--- config.mk ---
export PLATFORM = sky130hd
export DESIGN_NAME = ascon_decrypt_fsm_flat
export DESIGN_NICKNAME = d
export VERILOG_FILES = /design/src/rtl/ascon_decrypt_fsm_if.sv /design/src/rtl/ascon_decrypt_fsm.sv /design/src/flat_wrapper.sv
export SDC_FILE = /design/constraint.sdc
export NUM_CORES = 1
export LEC_CHECK = 0
export CORE_UTILIZATION = 48
export CTS_BUF_LIST = sky130_fd_sc_hd__clkbuf_16
export CTS_CLUSTER_DIAMETER = 150
export DETAILED_ROUTE_END_ITERATION = 10
export GPL_TIMING_DRIVEN = 0
export PLACE_DENSITY = 0.87
export SLEW_MARGIN = 20
export SYNTH_ARGS = -nofsm -noshare
export SYNTH_HDL_FRONTEND = slang
export SYNTH_SLANG_ARGS = --single-unit
--- constraint.sdc ---
create_clock -name clock_i -period 2 [get_ports clock_i]
set_input_delay 0.5 -clock clock_i [delete_from_list [all_inputs] [get_ports clock_i]]
set_output_delay 0.5 -clock clock_i [all_outputs]
set_load 0.1 [all_outputs]
--- src/rtl/ascon_decrypt_fsm_if.sv ---
// Handshake and control bundle between the ASCON-128 decryption controller
// and its permutation datapath.
// Optional macro ASCON_DEC_ABORT_EN adds the abort_i request line.
interface ascon_decrypt_fsm_if;
  logic       start_i;
  logic       data_valid_i;
  logic       tag_match_i;
`ifdef ASCON_DEC_ABORT_EN
  logic       abort_i;
`endif
  logic       data_select_o;
  logic       en_xor_key_beg_o;
  logic       en_xor_data_beg_o;
  logic       en_replace_rate_o;
  logic       en_xor_key_end_o;
  logic       en_xor_lsb_end_o;
  logic       en_reg_state_o;
  logic [3:0] round_o;
  logic       plain_valid_o;
  logic       tag_ok_o;
  logic       auth_fail_o;
  logic       end_o;
  logic       busy_o;

  // controller side
  modport slave (
`ifdef ASCON_DEC_ABORT_EN
    input  abort_i,
`endif
    input  start_i, data_valid_i, tag_match_i,
    output data_select_o, en_xor_key_beg_o, en_xor_data_beg_o,
    output en_replace_rate_o, en_xor_key_end_o, en_xor_lsb_end_o,
    output en_reg_state_o, round_o, plain_valid_o, tag_ok_o,
    output auth_fail_o, end_o, busy_o
  );

  // requester / datapath side
  modport master (
`ifdef ASCON_DEC_ABORT_EN
    output abort_i,
`endif
    output start_i, data_valid_i, tag_match_i,
    input  data_select_o, en_xor_key_beg_o, en_xor_data_beg_o,
    input  en_replace_rate_o, en_xor_key_end_o, en_xor_lsb_end_o,
    input  en_reg_state_o, round_o, plain_valid_o, tag_ok_o,
    input  auth_fail_o, end_o, busy_o
  );
endinterface

--- src/rtl/ascon_decrypt_fsm.sv ---
// ASCON-128 decryption sequencer: drives the shared permutation datapath
// through init, AD absorption, ciphertext processing and finalisation, owns
// the round counter and latches the tag comparison result.
// Optional macro ASCON_DEC_ABORT_EN adds abort_i (return to IDLE from any state).
//
// state    | meaning
// ---------+-----------------------------------------------------------
// IDLE     | waiting for start_i
// INIT     | p^a on IV||K||N, rounds 0..11, key XOR after last round
// WAIT_AD  | waiting for the next associated-data word
// AD       | p^b over one AD block, rounds 6..11
// WAIT_CT  | waiting for the next ciphertext word
// CT       | p^b over one CT block with rate replace, rounds 6..11
// FINAL    | last CT block + p^a with key XORs, rounds 0..11
// WAIT_TAG | waiting for the received tag to be compared
// DONE     | one-cycle completion pulse
module ascon_decrypt_fsm #(
  parameter int NB_AD = 1,
  parameter int NB_CT = 3
) (
  input logic                clock_i,
  input logic                resetb_i,
  ascon_decrypt_fsm_if.slave bus
);

  localparam int AD_W = $clog2(NB_AD + 1);
  localparam int CT_W = $clog2(NB_CT + 1);
  localparam logic [AD_W-1:0] AD_LAST = AD_W'(NB_AD - 1);
  localparam logic [CT_W-1:0] CT_LAST = CT_W'(NB_CT - 1);

  typedef enum logic [3:0] {
    S_IDLE, S_INIT, S_WAIT_AD, S_AD, S_WAIT_CT, S_CT, S_FINAL, S_WAIT_TAG, S_DONE
  } state_t;

  state_t          state_q, state_d;
  logic [3:0]      round_q, round_d;
  logic [AD_W-1:0] ad_cnt_q, ad_cnt_d;
  logic [CT_W-1:0] ct_cnt_q, ct_cnt_d;
  logic            tag_ok_q, tag_ok_d;

  // next state, round index, block counters and tag flag
  always_comb begin
    state_d  = state_q;
    round_d  = round_q;
    ad_cnt_d = ad_cnt_q;
    ct_cnt_d = ct_cnt_q;
    tag_ok_d = tag_ok_q;
    case (state_q)
      S_IDLE: begin
        if (bus.start_i) begin
          state_d  = S_INIT;
          round_d  = 4'd0;
          ad_cnt_d = '0;
          ct_cnt_d = '0;
          tag_ok_d = 1'b0;
        end
      end
      S_INIT: begin
        if (round_q == 4'd11) state_d = S_WAIT_AD;
        else                  round_d = round_q + 4'd1;
      end
      S_WAIT_AD: begin
        if (bus.data_valid_i) begin
          state_d = S_AD;
          round_d = 4'd6;
        end
      end
      S_AD: begin
        if (round_q == 4'd11) begin
          ad_cnt_d = ad_cnt_q + AD_W'(1);
          state_d  = (ad_cnt_q == AD_LAST) ? S_WAIT_CT : S_WAIT_AD;
        end else begin
          round_d = round_q + 4'd1;
        end
      end
      S_WAIT_CT: begin
        if (bus.data_valid_i) begin
          // the last ciphertext block is folded into finalisation
          if (ct_cnt_q < CT_LAST) begin
            state_d = S_CT;
            round_d = 4'd6;
          end else begin
            state_d = S_FINAL;
            round_d = 4'd0;
          end
        end
      end
      S_CT: begin
        if (round_q == 4'd11) begin
          ct_cnt_d = ct_cnt_q + CT_W'(1);
          state_d  = S_WAIT_CT;
        end else begin
          round_d = round_q + 4'd1;
        end
      end
      S_FINAL: begin
        if (round_q == 4'd11) state_d = S_WAIT_TAG;
        else                  round_d = round_q + 4'd1;
      end
      S_WAIT_TAG: begin
        if (bus.data_valid_i) begin
          tag_ok_d = bus.tag_match_i;
          state_d  = S_DONE;
        end
      end
      S_DONE: begin
        state_d = S_IDLE;
        round_d = 4'd0;
      end
      default: begin
        state_d = S_IDLE;
        round_d = 4'd0;
      end
    endcase
`ifdef ASCON_DEC_ABORT_EN
    // abort overrides every other transition, including start in IDLE
    if (bus.abort_i) begin
      state_d  = S_IDLE;
      round_d  = 4'd0;
      ad_cnt_d = '0;
      ct_cnt_d = '0;
      tag_ok_d = 1'b0;
    end
`endif
  end

  // state registers plus datapath controls decoded one cycle ahead so every output is a flop
  always_ff @(posedge clock_i or negedge resetb_i) begin
    if (!resetb_i) begin
      state_q               <= S_IDLE;
      round_q               <= 4'd0;
      ad_cnt_q              <= '0;
      ct_cnt_q              <= '0;
      tag_ok_q              <= 1'b0;
      bus.data_select_o     <= 1'b1;
      bus.en_xor_key_beg_o  <= 1'b0;
      bus.en_xor_data_beg_o <= 1'b0;
      bus.en_replace_rate_o <= 1'b0;
      bus.en_xor_key_end_o  <= 1'b0;
      bus.en_xor_lsb_end_o  <= 1'b0;
      bus.en_reg_state_o    <= 1'b0;
      bus.plain_valid_o     <= 1'b0;
      bus.auth_fail_o       <= 1'b0;
      bus.end_o             <= 1'b0;
      bus.busy_o            <= 1'b0;
    end else begin
      state_q               <= state_d;
      round_q               <= round_d;
      ad_cnt_q              <= ad_cnt_d;
      ct_cnt_q              <= ct_cnt_d;
      tag_ok_q              <= tag_ok_d;
      bus.data_select_o     <= !(state_d == S_INIT && round_d == 4'd0);
      bus.en_xor_key_beg_o  <= (state_d == S_FINAL && round_d == 4'd0);
      bus.en_xor_data_beg_o <= (state_d == S_AD && round_d == 4'd6);
      bus.en_replace_rate_o <= (state_d == S_CT && round_d == 4'd6) ||
                               (state_d == S_FINAL && round_d == 4'd0);
      bus.en_xor_key_end_o  <= (state_d == S_INIT || state_d == S_FINAL) && round_d == 4'd11;
      // domain separation only after the final AD block
      bus.en_xor_lsb_end_o  <= (state_d == S_AD && round_d == 4'd11 && ad_cnt_d == AD_LAST);
      bus.en_reg_state_o    <= (state_d == S_INIT || state_d == S_AD ||
                                state_d == S_CT   || state_d == S_FINAL);
      bus.plain_valid_o     <= (state_d == S_CT && round_d == 4'd6) ||
                               (state_d == S_FINAL && round_d == 4'd0);
      bus.auth_fail_o       <= (state_d == S_DONE) && !tag_ok_d;
      bus.end_o             <= (state_d == S_DONE);
      bus.busy_o            <= (state_d != S_IDLE);
    end
  end

  assign bus.round_o  = round_q;
  assign bus.tag_ok_o = tag_ok_q;

endmodule

--- src/flat_wrapper.sv ---
// flat-port wrapper written by rule: the top's interface ports become plain ports
module ascon_decrypt_fsm_flat 
#(
  parameter int NB_AD = 1,
  parameter int NB_CT = 3
)
  (clock_i, resetb_i, bus_start_i, bus_data_valid_i, bus_tag_match_i, bus_data_select_o, bus_en_xor_key_beg_o, bus_en_xor_data_beg_o, bus_en_replace_rate_o, bus_en_xor_key_end_o, bus_en_xor_lsb_end_o, bus_en_reg_state_o, bus_round_o, bus_plain_valid_o, bus_tag_ok_o, bus_auth_fail_o, bus_end_o, bus_busy_o);
  ascon_decrypt_fsm_if bus_i ();
  input logic clock_i;
  input logic resetb_i;
  input wire logic [$bits(bus_i.start_i)-1:0] bus_start_i;
  input wire logic [$bits(bus_i.data_valid_i)-1:0] bus_data_valid_i;
  input wire logic [$bits(bus_i.tag_match_i)-1:0] bus_tag_match_i;
  output wire logic [$bits(bus_i.data_select_o)-1:0] bus_data_select_o;
  output wire logic [$bits(bus_i.en_xor_key_beg_o)-1:0] bus_en_xor_key_beg_o;
  output wire logic [$bits(bus_i.en_xor_data_beg_o)-1:0] bus_en_xor_data_beg_o;
  output wire logic [$bits(bus_i.en_replace_rate_o)-1:0] bus_en_replace_rate_o;
  output wire logic [$bits(bus_i.en_xor_key_end_o)-1:0] bus_en_xor_key_end_o;
  output wire logic [$bits(bus_i.en_xor_lsb_end_o)-1:0] bus_en_xor_lsb_end_o;
  output wire logic [$bits(bus_i.en_reg_state_o)-1:0] bus_en_reg_state_o;
  output wire logic [$bits(bus_i.round_o)-1:0] bus_round_o;
  output wire logic [$bits(bus_i.plain_valid_o)-1:0] bus_plain_valid_o;
  output wire logic [$bits(bus_i.tag_ok_o)-1:0] bus_tag_ok_o;
  output wire logic [$bits(bus_i.auth_fail_o)-1:0] bus_auth_fail_o;
  output wire logic [$bits(bus_i.end_o)-1:0] bus_end_o;
  output wire logic [$bits(bus_i.busy_o)-1:0] bus_busy_o;
  assign bus_i.start_i = bus_start_i;
  assign bus_i.data_valid_i = bus_data_valid_i;
  assign bus_i.tag_match_i = bus_tag_match_i;
  assign bus_data_select_o = bus_i.data_select_o;
  assign bus_en_xor_key_beg_o = bus_i.en_xor_key_beg_o;
  assign bus_en_xor_data_beg_o = bus_i.en_xor_data_beg_o;
  assign bus_en_replace_rate_o = bus_i.en_replace_rate_o;
  assign bus_en_xor_key_end_o = bus_i.en_xor_key_end_o;
  assign bus_en_xor_lsb_end_o = bus_i.en_xor_lsb_end_o;
  assign bus_en_reg_state_o = bus_i.en_reg_state_o;
  assign bus_round_o = bus_i.round_o;
  assign bus_plain_valid_o = bus_i.plain_valid_o;
  assign bus_tag_ok_o = bus_i.tag_ok_o;
  assign bus_auth_fail_o = bus_i.auth_fail_o;
  assign bus_end_o = bus_i.end_o;
  assign bus_busy_o = bus_i.busy_o;
  ascon_decrypt_fsm #(.NB_AD(NB_AD), .NB_CT(NB_CT)) u_core (.clock_i(clock_i), .resetb_i(resetb_i), .bus(bus_i));
endmodule
; After elaboration in Yosys (flattened, before gate mapping)
; Index checks and enable logic that the tools add are counted.
[classes]
eq_ne = 17
n_bitwise = 1
n_lt_le_gt_ge = 1
n_reduce_logical = 21
mux = 26
n_addsub = 3
[ops]
columns = op, n
row1 = $mux W4, 12
row2 = $pmux W4 S8, 1
row3 = $eq A4 B3 Y1 const B, 7
row4 = $pmux W4 S5, 1
row5 = $eq A4 B2 Y1 const B, 3
row6 = $eq A4 B4 Y1 const B, 3
row7 = $eq A4 B1 Y1 const B, 2
row8 = $logic_and A1 B1 Y1, 8
row9 = $logic_not A4 Y1, 2
row10 = $mux W2, 3
row11 = $mux W3, 2
row12 = $logic_or A1 B1 Y1, 5
row13 = $add A4 B1 Y4 const B, 1
row14 = $mux W1, 4
row15 = $pmux W1 S2, 2
row16 = $pmux W2 S2, 1
row17 = $reduce_bool A4 Y1, 1
row18 = $reduce_or A4 Y1, 1
row19 = $reduce_and A3 Y1, 1
row20 = $add A2 B1 Y2 const B, 1
row21 = $logic_not A1 Y1, 2
row22 = $lt A2 B2 Y1 const B, 1
row23 = $ne A2 B1 Y1 const B, 1
row24 = $ne A2 B2 Y1 const B, 1
row25 = other kinds (3), 3
[totals]
regBits = 22
output_inout_bits = 16

; Longest topological paths before layout
; Gate-level depths: netlist of the first run.
[logic_depth]
ltp_word = 8
depth_mapped = 8
depth_no_buf = 7

; Worst setup path after synthesis of the first run
; OpenSTA, ideal clock, no wires.
[synth_timing]
path_type = register to register
start = register u_core.round_q[0], in the netlist u_core.bus.round_o[0]
end = register u_core.bus.en_xor_key_end_o
setup_slack_ns = -0.596
arrival_ns = 2.516
period_less_slack_ns = 2.596
stages_incl_launch_ff = 9
path_cell_list = dfrtp_1 -> ha_1 -> and3b_2 -> buf_4 -> nand2_1 -> nor2_1 -> a211o_1 -> or3b_1 -> nor3b_2
[synth_lines]
columns = element, line
row1 = "start, declared", ascon_decrypt_fsm.sv:36  ; logic [3:0] round_q, round_d;
row2 = "start signal, assigned", ascon_decrypt_fsm.sv:148  ; round_q <= round_d;
row3 = $add A4 B1 Y4 or $eq A4 B4 Y1 (tied branches), -
row4 = $mux W4, -
row5 = $pmux W4 S5 *, ascon_decrypt_fsm.sv:48  ; case (state_q)
row6 = named net u_core.round_d[0], ascon_decrypt_fsm.sv:36
row7 = $eq A4 B4 Y1 *, ascon_decrypt_fsm.sv:157  ; bus.en_xor_key_end_o <= (state_d == S_INIT || state_d == S_FINAL) && round_d == 4'd11;
row8 = $logic_and A1 B1 Y1 *, ascon_decrypt_fsm.sv:157
row9 = "end signal, assigned", ascon_decrypt_fsm.sv:139  ; bus.en_xor_key_end_o <= 1'b0;
row10 = "end signal, assigned", ascon_decrypt_fsm.sv:157
row11 = "end, declared", ascon_decrypt_fsm_if.sv:32  ; output en_replace_rate_o, en_xor_key_end_o, en_xor_lsb_end_o,
; Mark *: on every way through the listed nets, which the timed path passes. The rest lies on a longest branch.
; A chain may end at the register's enable or synchronous reset.

; Final worst setup path of the first run
[layout_timing]
start = register u_core.round_q[1], in the netlist u_core.bus.round_o[1]
end = register u_core.bus.en_replace_rate_o
[layout_between]
elab_chain_cells = 6
[layout_rtl]
columns = element, line
row1 = $add A4 B1 Y4 or $eq A4 B4 Y1 (tied branches), -
row2 = "$mux W4, on equally long branches", -
row3 = $pmux W4 S5 or $pmux W4 S8 (tied branches), ascon_decrypt_fsm.sv:48
row4 = $eq A4 B3 Y1 (tied with other cells), ascon_decrypt_fsm.sv:155  ; bus.en_replace_rate_o <= (state_d == S_CT && round_d == 4'd6) ||
row5 = "$logic_and A1 B1 Y1, on equally long branches", "ascon_decrypt_fsm.sv:155, ascon_decrypt_fsm.sv:156"
row6 = $logic_or A1 B1 Y1 *, ascon_decrypt_fsm.sv:155
row7 = "end signal, assigned", ascon_decrypt_fsm.sv:155
row8 = "end, declared", ascon_decrypt_fsm_if.sv:32
; Every way passes the cells marked *; elsewhere a longest branch is shown, timed or not.

==> results of run 1 <==
-- cell type report --
type                       instances  area [sq um]  share of cell area
clock inverter                     1          30.0              0.0163
clock buffer                       3          75.1              0.0408
buffer                             8          63.8              0.0347
sequential                        22           563               0.306
multi-input combinational        104           826               0.449
tap                               31          38.8              0.0211
inverter                           5          18.8              0.0102
timing repair buffer              25           225               0.122
-- path summary, 6_finish.rpt --
| kind | start | to | slack (ps) | depth (start not counted) |
|---|---|---|---|---|
| worst min register to register | u_core.ct_cnt_q[0] | u_core.ct_cnt_q[0] | 520 | 1 |
| worst max-delay path | u_core.bus.round_o[1] | u_core.bus.en_replace_rate_o | -5 | 7 |
| worst min-delay path | resetb_i | u_core.bus.en_xor_data_beg_o | 210 | 1 |
| min in group clock_i | u_core.ct_cnt_q[0] | u_core.ct_cnt_q[0] | 520 | 1 |
| max in group asynchronous | resetb_i | u_core.bus.round_o[1] | 1420 | 1 |
| worst max register to register | u_core.bus.round_o[1] | u_core.bus.en_replace_rate_o | -5 | 7 |
-- layer usage --
layer | share of wire | vias to the layer above | GRT usage
li1 | - | 565 | -
met1 | 0.41 | 599 | 0.309
met2 | 0.53 | 52 | 0.417
met3 | 0.052 | 8 | 0.0372
met4 | 0.011 | 0 | 0.0592
met5 | 0 | - | 0
-- power by group --
group / switching (mW) / internal (mW) / leakage, nW
combinational: 1.40 / 0.710 / 0.456
sequential: 0.148 / 0.606 / 0.277
clock: 0.163 / 0.397 / 0.0511
total: 1.71 / 1.71 / 0.784
-- through the flow --
| step | setup WS (ps) | utilization |
|---|---|---|
| after floorplan | -26.6 | - |
| after detailed placement | -467 | 0.607 |
| after global placement | -429 | 0.607 |
| after CTS | -39.2 | 0.661 |
| final | -4.60 | 0.667 |
| after global routing | -96.5 | 0.667 |
-- Yosys cell counts, types with 2 or more instances --
master     instances  area [sq um]
nand3b_1           2          15.0
dfrtp_1           21           526
o22ai_1            2          12.5
o21ai_0            7          35.0
nand2_1           12          45.0
nor2b_1            4          25.0
buf_4              4          30.0
inv_1              5          18.8
o22ai_2            2          25.0
a2111oi_4          2          55.1
nand3_1            5          25.0
nor2_1            15          56.3
mux2i_1            4          40.0
clkbuf_1           2          7.51
or2b_1             2          15.0
and3_1             5          31.3
a21oi_2            2          17.5
nor3_2             2          20.0
o21ai_1            2          10.0
nor3_1             2          10.0
and2_1             2          12.5
a31oi_1            2          12.5
-- repair_timing --
item,CTS,global route
setup endpoints to repair,23,6
resized for setup,34,5
pin swaps,2,3
setup buffers,5,0
-- kinds of logic after synthesis --
| kind of cell | Yosys count | synth area share |
|---|---|---|
| mux | 6 | 0.0530 |
| fa+ha+maj | 1 | 0.00898 |
| compound gates | 33 | 0.222 |
| flops | 22 | 0.396 |
| buf+inv | 13 | 0.0521 |
| simple gates | 64 | 0.268 |
-- critical path, cell delays in order, from the launching register on --
cell	delay [ps]
dfrtp_4	490
ha_4	170
and3b_2	240
mux2_2	280
a21oi_2	210
a2111oi_4	70
buf_4	180
a32o_1	250
==> summary.txt, run 1 <==
Global route
  – First-pass GRT wire length: 5.84 mm
  – Initial antenna violation count: 0
  – Grt total ovfl: 0
  – Largest net degree at the start of global routing: 23
  – Global Route Usage Sum: 0.238
  – Vias in the first global route: roughly 1.2k

Timing
  – Setup violations, final: 1
  – Max-slew headroom: 0.363
  – Worst-Margin Slew: 959 ps
  – Worst setup margin: -4.60 ps
  – Fmax: ~500 MHz
  – Hold Fails Final Rpt: 0
  – Hold slack: roughly 210 ps
  – Final Max Slew Viols: 0
  – Setup_tns: -4.60 ps
  – Clk_skew: about 2.2 ps
  – Period utilization: 1.00
  – RSZ-0062 raised after global routing: yes
  – Final min period: between 2000 and 2500 ps

Floorplan
  – DIE AREA: around 0.0031 sq mm
  – Initial core utilization: 0.505
  – Rows: 19
  – Core ar.: roughly 0.0028 sq mm
  – Die X: approximately 56 um
  – Die height: 55.9 um
  – I/O pin total: 21

Synthesis
  – Netlist Area Pre-Place: 0.00139 sq mm
  – Syn Area/Cell: 10.0 sq um
  – Post-Syn Instances: between 100 and 150
  – Yosys Warn Count: 0
  – EDFF count, synth: 0
  – Async S/R FF share, synth: 1.00
  – #FFs+latches synth: 22
  – Sequential area share after synthesis: 0.396
  – Syn Nets: between 100 and 150
  – Synth unique cells: between 50 and 60
  – Main synth FF type: dfrtp_1

Clock tree
  – CTS Sinks: 22
  – Cts hold-fix bufs: 0
  – Clock root buffer: clkbuf_16
  – Clk slew on worst S/H paths: 60 ps
  – Skew-Pair Late Insertion Delay: 250 ps
  – CTS H-tree lvls: 1
  – Number of buffers on the longest clock path: 2
  – CTS tree: yes
  – CTS buffer count: 3

Placement
  – Placed cell area: 0.00167 sq mm
  – Placed Cells incl. Taps: 190
  – Final Wtd Congestion: slightly above 0.9
  – PortBufs: 20
  – HPWL after DPL: about 2.3 mm

Routing
  – DRT iter0 DRCs: 31
  – Vias: between 1k and 1.5k
  – Vias/cell: ~6.2
  – Number of remaining DRC errors: 0
  – WL/cell: 17.0 um
  – Total Wirelength: ~3.4 mm
  – Antenna-violating nets left: 0
  – Initial DRT Pass Iterations: 4

Pwr
  – Leakage: between 0.7 and 0.8 nW
  – Peak supply drop: 1.46 mV
  – Tot Pwr: 3.42 mW
  – PwrDens: about 1900 mW/mm^2

Run
  – MaxCap Viol Count: 0

Layout
  – Fin nets: roughly 180
  – Commonest non-fill, non-tap cell in the layout: dfrtp_1
  – Fin cells: 199
  – Share of layout cells above drive strength 1: 0.345
  – Final Instance Area: between 0.0015 and 0.002 sq mm
  – Ant diodes: 0
  – Commonest non-fill, non-tap cells in the layout: dfrtp_1, nor2_1, nand2_1, dlygate4sd2_1, buf_4
  – Layout fillers: 218
  – Syn-to-layout area delta: 32.2%

Worst setup path
  – Crit path DAT: around 2100 ps
  – Critical path class: flip-flop to flip-flop
  – Crit Path Max Fanout: 3
  – Worst EP required: between 2000 and 2500 ps
  – CP Capture Type: flip-flop
  – Critical Path Start Type: flip-flop

Run status
  – Status: finished with violations
  – Violated checks: setup timing

Min path
  – HP Class: primary input to asynchronous set/reset pin
Note: power is estimated with default switching activity, not from simulation.
==> inputs of run 2 (changes only) <==
--- a/config.mk
+++ b/config.mk
@@ -5,12 +5,14 @@
 export SDC_FILE = /design/constraint.sdc
 export NUM_CORES = 1
 export LEC_CHECK = 0
-export CORE_UTILIZATION = 48
+export ABC_AREA = 1
+export CORE_UTILIZATION = 47
 export CTS_BUF_LIST = sky130_fd_sc_hd__clkbuf_16
 export CTS_CLUSTER_DIAMETER = 150
 export DETAILED_ROUTE_END_ITERATION = 10
 export GPL_TIMING_DRIVEN = 0
-export PLACE_DENSITY = 0.87
+export PLACE_DENSITY = 0.86
+export SETUP_SLACK_MARGIN = 0.1
 export SLEW_MARGIN = 20
 export SYNTH_ARGS = -nofsm -noshare
 export SYNTH_HDL_FRONTEND = slang
==> summary.txt, run 2 <==
Run status
  – Status: complete, no violations

Layout
  – Fin nets: just under 200
  – Layout Utilization: 0.634
  – Commonest non-fill, non-tap cells in the layout: nand2_1, nor2_1, dfrtp_1
  – Fin cells: around 220
  – Syn-to-layout area delta: 24.0%
  – Ant diodes: 0
  – Commonest non-fill, non-tap cell in the layout: nand2_1
  – Share of layout cells above drive strength 1: 0.283

Synthesis
  – Synth cell count leaders: nand2_1, nor2_1, dfrtp_1
  – Synth unique cells: 27
  – Post-Syn Instances: about 160
  – Sequential area share after synthesis: 0.424
  – Yosys Warn Count: 0
  – Async S/R FF share, synth: 1.00
  – Main synth FF type: dfrtp_1
  – Netlist Area Pre-Place: 0.00130 sq mm
  – Syn Nets: around 170
  – Area leader, netlist: dfrtp_1
  – Syn Area/Cell: around 8 sq um
  – Most numerous cell in the Yosys netlist: nand2_1
  – Post-synth top area share: 0.404
  – Synth area leaders: dfrtp_1, nand2_1, nor2_1
  – #FFs+latches synth: 22
  – EDFF count, synth: 0

Min path
  – Hold Crit Start: u_core.ct_cnt_q[1]
  – Worst Hold Path EP: u_core.ct_cnt_q[1]
  – HP Class: flip-flop to flip-flop
  – Hold path depth: 2

Timing
  – Worst setup margin: between 100 and 150 ps
  – Clk_skew: ~2.1 ps
  – RSZ-0062 raised after global routing: no
  – Hold slack: 502 ps
  – Period utilization: 0.938
  – Final Max Slew Viols: 0
  – Hold Fails Final Rpt: 0
  – Max-slew headroom: 0.376
  – Worst-Margin Slew: 933 ps
  – Final min period: 1880 ps
  – Fmax: about 530 MHz
  – Setup violations, final: 0

Worst setup path
  – Slowest stage delay, CP: roughly 810 ps
  – RR Startpoint: u_core.bus.round_o[1]
  – R2R depth: 8
  – Crit-path cells: clkdlybuf4s15_1
  – Crit Path Max Fanout: 1
  – Delay-heaviest family, CP: buffers and inverters
  – Slowest-stage cell, CP: clkdlybuf4s15_1
  – Critical path class: flip-flop to output port
  – Worst EP required: approximately 1500 ps
  – Reg2reg setup slack: about 240 ps
  – Terminus of the critical flop-to-flop path: u_core.bus.en_replace_rate_o
  – Critical Path Start Type: flip-flop
  – Worst Path Buf+Inv: 1
  – Crit path DAT: 1380 ps
  – CP Capture Type: output port

Floorplan
  – Core ar.: 0.00254 sq mm
  – Initial core utilization: 0.511
  – DIE AREA: 0.00298 sq mm
  – Die height: about 55 um
  – I/O pin total: 21
  – Die X: approximately 55 um
  – Rows: 18

Clock tree
  – CTS Sinks: 22
  – Number of buffers on the longest clock path: 2
  – Skew-Pair Late Insertion Delay: about 250 ps
  – CTS buffer count: 3
  – Clock root buffer: clkbuf_16
  – Cts hold-fix bufs: 0
  – CTS tree: yes
  – Cells resized by post-CTS repair: 42
  – Clk slew on worst S/H paths: 50 ps
  – # Post-CTS Setup Buffers: 0
  – CTS H-tree lvls: 1

Placement
  – Final Wtd Congestion: ~0.99
  – Placed Cells incl. Taps: 213
  – PortBufs: 20
  – Post-Place Worst Slack: -117 ps
  – HPWL after DPL: 2.08 mm

Pwr
  – Leakage: 0.844 nW
  – Tot Pwr: between 2 and 3 mW
  – Peak supply drop: between 1 and 1.5 mV
  – PwrDens: between 1500 and 2000 mW/mm^2

Routing
  – Antenna-violating nets left: 0
  – Vias: between 1k and 1.5k
  – Number of remaining DRC errors: 0
  – Total Wirelength: between 2 and 3 mm
  – Vias/cell: 5.25
  – DRT iter0 DRCs: 40
  – Initial DRT Pass Iterations: 4
  – WL/cell: between 10 and 15 um

Global route
  – First-pass GRT wire length: roughly 4.6 mm
  – Grt total ovfl: 0
  – Largest net degree at the start of global routing: 23
  – Global Route Usage Sum: 0.221
  – Initial antenna violation count: 0
  – Vias in the first global route: ~1.1k

Run
  – MaxCap Viol Count: 0
==> run 2: cell types whose count changed after synthesis, sizes merged, moves of 5 or more <==
| cell | delta |
|---|---|
| nand2 | +34 |
| inv | +16 |
| nor2 | +15 |
| nand3 | +12 |
| and3 | -5 |
| buf | -5 |
| mux2i | -5 |
==> run 2: how the worst max path moves through the flow <==
stage / startpoint / to / slack (ps) / cells after the start
after floorplan: u_core.bus.round_o[0] / u_core.bus.en_replace_rate_o / 110 / 8
after global placement: u_core.bus.data_select_o / bus_data_select_o / -110 / 1
after detailed placement: u_core.bus.data_select_o / bus_data_select_o / -120 / 1
after CTS: u_core.bus.busy_o / bus_busy_o / 100 / 1
after global routing: u_core.bus.auth_fail_o / bus_auth_fail_o / 100 / 1
final: u_core.bus.auth_fail_o / bus_auth_fail_o / 120 / 1
==> run 2: power breakdown <==
part / internal (mW) / switching, mW
clock: 0.266 / 0.149
combinational: 0.377 / 1.04
sequential: 0.561 / 0.114
==> run 2: logic make-up (layout without fill, tap and decap cells) <==
family	after synthesis	count (layout)	share of synthesized area
simple gates	102	102	0.426
buf+inv	22	46	0.0663
fa+ha+maj	1	1	0.00961
compound gates	15	15	0.0673
xor+xnor	1	1	0.00673
flops	22	22	0.424
==> run 2: metrics by stage <==
| stage | TNS, ps | area, sq um |
|---|---|---|
| after floorplan | 0 | 1310 |
| after global placement | -607 | 1550 |
| after detailed placement | -814 | 1550 |
| after CTS | 0 | 1640 |
| after global routing | 0 | 1610 |
| final | 0 | 1610 |
==> run 2: final cells by class <==
cell class / instances / area (sq um)
well taps: 30 / 37.5
flip-flops and latches: 22 / 558
plain buffers: 1 / 7.51
repair buffers: 20 / 190
clock inverters: 1 / 3.75
inverters: 21 / 78.8
fillers: 215 / 931
multi-input cells: 119 / 663
clock buffers: 3 / 75.1
==> run 2: layer usage <==
layer	track usage	vias up	wire, um	part of all wire
met5	0	-	0	0
met2	0.390	27	1410	0.52
met3	0.0417	4	92	0.034
met4	0.0855	0	25	0.0091
met1	0.261	540	1210	0.44
li1	-	568	-	-
==> inputs of run 3 (changes only) <==
--- a/config.mk
+++ b/config.mk
@@ -11,6 +11,7 @@
 export CTS_CLUSTER_DIAMETER = 150
 export DETAILED_ROUTE_END_ITERATION = 10
 export GPL_TIMING_DRIVEN = 0
+export MAX_ROUTING_LAYER = met4
 export PLACE_DENSITY = 0.86
 export SETUP_SLACK_MARGIN = 0.1
 export SLEW_MARGIN = 20
==> results of run 3 <==
The final DEF is identical to that of run 2; final timing and power are the same.
Among the figures that moved: final weighted congestion in routability-driven placement 0.988 -> 1.01; overall routing resource usage 0.221 -> 0.227
==> patch 1, RTL diff (config.mk and constraints of run 2) <==
Reset style: synchronous (`resetb_i`), changed in one clocked block.
--- a/src/rtl/ascon_decrypt_fsm.sv
+++ b/src/rtl/ascon_decrypt_fsm.sv
@@ -126,5 +126,5 @@
 
   // state registers plus datapath controls decoded one cycle ahead so every output is a flop
-  always_ff @(posedge clock_i or negedge resetb_i) begin
+  always_ff @(posedge clock_i) begin
     if (!resetb_i) begin
       state_q               <= S_IDLE;
Check against the original RTL: differs if resetb_i is asserted again (counterexample within 4 cycles, from zero or initial values and one cycle with resetb_i low); with resetb_i held inactive, the same outputs for 10 cycles.
==> patch 1 against run 2 <==
Non-clock buffer count rose by 1; wire length rose by 6.9%; clock skew fell by 0.00058 ns; critical endpoint unchanged; design area fell by 10%; area after synthesis fell by 11%; sequential cell count did not move; count of clock-buffer cells in the layout did not move; worst hold slack improved by 0.0023 ns; critical path depth did not move; first-iteration DRC count rose by 43%; setup slack improved by 0.014 ns.
Power is not compared: it rests on default switching activity, and its combinational part moved more than twofold at a synthesized area within 25%.
==> patch 1: results (changes against run 2) <==
{
  "status": {"value": "finished clean"},
  "wl_met2": {"value": 1370, "unit": "µm", "change": "-3.3%"},
  "dr_total_vias": {"value": 1232, "change": "+8.2%"},
  "routing_usage_on_met1": {"value": 31.3, "unit": "%", "change": "+5.2 points"},
  "grt_max_degree": {"value": 13, "change": "-43%"},
  "dp.final_hpwl": {"value": 2160, "unit": "µm", "change": "+3.8%"},
  "syn_to_final_growth": {"value": 25.3, "unit": "%"},
  "port_buffers": {"value": 19, "change": "-5.0%"},
  "synth_compound_gate_area_share": {"value": 8.89, "unit": "%", "change": "+2.2 points"},
  "endpoint_worst_hold": {"value": "u_core.ct_cnt_q[1]"},
  "hp-start": {"value": "u_core.ct_cnt_q[1]"},
  "worst_r2r_endpoint": {"value": "u_core.bus.en_xor_lsb_end_o"},
  "worst_setup_path_startpoint": {"value": "u_core.bus.auth_fail_o"},
  "synth-adder-area-share": {"value": 1.08, "unit": "%", "change": "+0.12 points"},
  "yosysSeqAreaShare": {"value": 38.2, "unit": "%", "change": "-4.2 points"},
  "n_fill_cell": {"value": 221, "change": "+2.8%"},
  "final.hold.worst_slack": {"value": 0.504, "unit": "ns", "change": "+0.00229 ns"},
  "detail_route.iter0.violations": {"value": 57, "change": "+43%"},
  "synthFlopType": {"value": "dfxtp_1"},
  "gr-usage-all-layers": {"value": 26.0, "unit": "%", "change": "+3.9 points"},
  "worst_slew_pin_slew": {"value": 0.944, "unit": "ns", "change": "+0.0104 ns"},
  "wl_met1": {"value": 1200, "unit": "µm", "change": "-1.2%"},
  "design_power_total": {"value": 1.01, "unit": "mW"},
  "gp_routability_congestion": {"value": 0.958, "change": "-3.1%"},
  "postSynthNetCount": {"value": 184, "change": "+8.9%"},
  "finalWorstSetupSlack": {"value": 0.138, "unit": "ns", "change": "+0.0142 ns"},
  "post_synth_most_frequent_cells": {"value": "nand2_1 (50), inv_1 (30), dfxtp_1 (22)"},
  "via_count_of_the_first_global_routing_pass": {"value": 1177, "change": "+10%"},
  "syn_avg_cell_area": {"value": 6.48, "unit": "µm²", "change": "-19%"},
  "placed_cell_area": {"value": 0.00138, "unit": "mm²", "change": "-10%"},
  "grt_pass1_wl": {"value": 5110, "unit": "µm", "change": "+11%"},
  "regToRegStartpoint": {"value": "u_core.state_q[3]"},
  "netlist_top_cells_area": {"value": "dfxtp_1 (38%), nand2_1 (16%), inv_1 (9.8%)"},
  "critPathArrivalTime": {"value": 1.36, "unit": "ns", "change": "-0.02 ns"},
  "r2r_slack": {"value": 0.27, "unit": "ns", "change": "+0.03 ns"},
  "postSynth.asyncResetShare": {"value": 0, "unit": "%", "change": "-100 points"},
  "use_met2": {"value": 41.8, "unit": "%", "change": "+2.8 points"},
  "synth.lib_cells_used.distinct": {"value": 24, "change": "-11%"},
  "drive_gt1_share": {"value": 16.9, "unit": "%", "change": "-11 points"},
  "route.detailed.wl_per_inst": {"value": 12.8, "unit": "µm", "change": "+1.3%"},
  "globalRouteMet3Util": {"value": 5.26, "unit": "%", "change": "+1.1 points"}
}
## patch 1: changes by cell type in the layout (fill, tap and decap cells not counted), sizes merged, moves of 3 or more
cell,delta
nor2,-8
dfxtp,+22
a21oi,+4
clkbuf,+5
nand4,+5
clkdlybuf4s15,-4
dfrtp,-21
nand2,+6
inv,+9
nor3,+4
nand3b,-3
nand3,-4
## patch 1: area by class of cell
| cell class | count | share of cell area (%) |
|---|---|---|
| multi-input cells | 123 | 41.6 |
| flip-flops and latches | 22 | 30.8 |
| repair buffers | 19 | 10.9 |
| inverters | 30 | 7.79 |
| clock buffers | 3 | 5.19 |
| well taps | 28 | 2.42 |
| plain buffers | 3 | 1.04 |
| clock inverters | 1 | 0.260 |
## patch 1: what timing repair did
item	4_1_cts	5_1_grt
pin swaps	0	0
endpoints found under the setup margin	16	16
hold endpoints to repair	0	0
hold buffers	0	0
gates resized for setup	37	13
==> patch 2, RTL diff (config.mk and constraints of run 2) <==
Made on the original files. `NB_CT` is set to 3 in 2 places; all go to 6.
--- a/src/rtl/ascon_decrypt_fsm.sv
+++ b/src/rtl/ascon_decrypt_fsm.sv
@@ -17,5 +17,5 @@
 module ascon_decrypt_fsm #(
   parameter int NB_AD = 1,
-  parameter int NB_CT = 3
+  parameter int NB_CT = 6
 ) (
   input logic                clock_i,
--- a/src/flat_wrapper.sv
+++ b/src/flat_wrapper.sv
@@ -3,5 +3,5 @@
 #(
   parameter int NB_AD = 1,
-  parameter int NB_CT = 3
+  parameter int NB_CT = 6
 )
   (clock_i, resetb_i, bus_start_i, bus_data_valid_i, bus_tag_match_i, bus_data_select_o, bus_en_xor_key_beg_o, bus_en_xor_data_beg_o, bus_en_replace_rate_o, bus_en_xor_key_end_o, bus_en_xor_lsb_end_o, bus_en_reg_state_o, bus_round_o, bus_plain_valid_o, bus_tag_ok_o, bus_auth_fail_o, bus_end_o, bus_busy_o);
Formal check against the unedited RTL: no difference found for any inputs over 10 cycles, from zero or initial values and one cycle with resetb_i low; that may be too few to reach the edited logic, so the function may still have changed.
==> patch 2 against run 2 <==
Total power is 9.6% higher; setup slack worse by 0.0011 ns; critical endpoint is now bus_en_xor_key_beg_o; non-clock buffer count increased by 2; sequential power rose by 0.7%; design area up 5.3%; area after synthesis up 6.2%; fmax about the same; utilization shrank 2.3 points; sequential cell count increased by 1; wire length increased by 0.62%.
==> patch 2: results (changes against run 2) <==
{
  "finalWorstSetupSlack": {"value": 0.122, "unit": "ns", "change": "-0.00106 ns"},
  "netlist_top_cells_area": {"value": "dfrtp_1 (40%), nand2_1 (10%), nand3_1 (7.6%)"},
  "post_synth_most_frequent_cells": {"value": "nand2_1 (37), dfrtp_1 (22), inv_1 (21), nand3_1 (21), nor2_1 (21)"},
  "yosysSeqAreaShare": {"value": 41.8, "unit": "%", "change": "-0.65 points"},
  "drive_gt1_share": {"value": 30.7, "unit": "%", "change": "+2.4 points"},
  "post_cts_resize_count": {"value": 43, "change": "+2.4%"},
  "r2r.worst_path.cells": {"value": 11, "change": "+3"},
  "syn_avg_cell_area": {"value": 7.63, "unit": "µm²", "change": "-4.4%"},
  "postSynthNetCount": {"value": 188, "change": "+11%"},
  "detail_route.wirelength": {"value": 2760, "unit": "µm", "change": "+0.62%"},
  "worst_setup_path_startpoint": {"value": "u_core.bus.en_xor_key_beg_o"},
  "dp.cells": {"value": 232, "change": "+8.9%"},
  "final.hold.worst_slack": {"value": 0.211, "unit": "ns", "change": "-0.291 ns"},
  "dp.final_hpwl": {"value": 2100, "unit": "µm", "change": "+1.2%"},
  "grt_max_degree": {"value": 24, "change": "+4.3%"},
  "via_count_of_the_first_global_routing_pass": {"value": 1184, "change": "+11%"},
  "routing_usage_on_met1": {"value": 24.5, "unit": "%", "change": "-1.6 points"},
  "power.ir.vdd_worst": {"value": 1.34, "unit": "mV", "change": "+22%"},
  "status": {"value": "finished clean"},
  "seq-power": {"value": 0.680, "unit": "mW", "change": "+0.7%"},
  "gr-usage-all-layers": {"value": 20.0, "unit": "%", "change": "-2.1 points"},
  "globalRouteMet3Util": {"value": 5.12, "unit": "%", "change": "+0.95 points"},
  "regToRegStartpoint": {"value": "u_core.bus.round_o[0]"},
  "timing.critical_path.to": {"value": "bus_en_xor_key_beg_o"},
  "min-delay-path-class": {"value": "input pin to async pin"},
  "placement.setup.worst_slack": {"value": -0.147, "unit": "ns", "change": "-0.0298 ns"},
  "final_nets": {"value": 213, "change": "+9.8%"},
  "intPower": {"value": 1.29, "unit": "mW", "change": "+6.8%"},
  "timing.clock.skew": {"value": 0.00123, "unit": "ns", "change": "-0.000897 ns"}
}
patch 2: metal layers:
layer / wire length, µm / up-vias
met5: 0 / -
met4: 44 / 0
met3: 133 / 6
met2: 1350 / 27
met1: 1230 / 571
li1: - / 616
patch 2: area by class of cell:
type	instances	area [µm²]
Buffer	3	26.3
Clock buffer	3	75.1
Inverter	27	101
Timing Repair Buffer	20	185
Clock inverter	1	3.75
Sequential cell	23	582
Tap cell	31	38.8
Multi-Input combinational cell	128	687
Fill cell	254	1080
patch 2: stage by stage:
stage	TNS (ns)	cell area (µm²)	total power, mW	utilization (%)
global route	0	1700	2.95	61.1
CTS	0	1720	2.76	61.8
floorplan	0	1390	2.03	-
finish	0	1700	2.75	61.1
detailed placement	-0.908	1630	2.35	58.4
global placement	-0.843	1630	2.33	58.4
patch 2: logic make-up after synthesis:
group	share of synthesized area [%]
and+or+nand+nor	40.0
buffers and inverters	9.24
DFF	41.8
AOI/OAI and AO/OA	5.89
xor gates and xnor gates	1.27
adders and majority gates	1.81
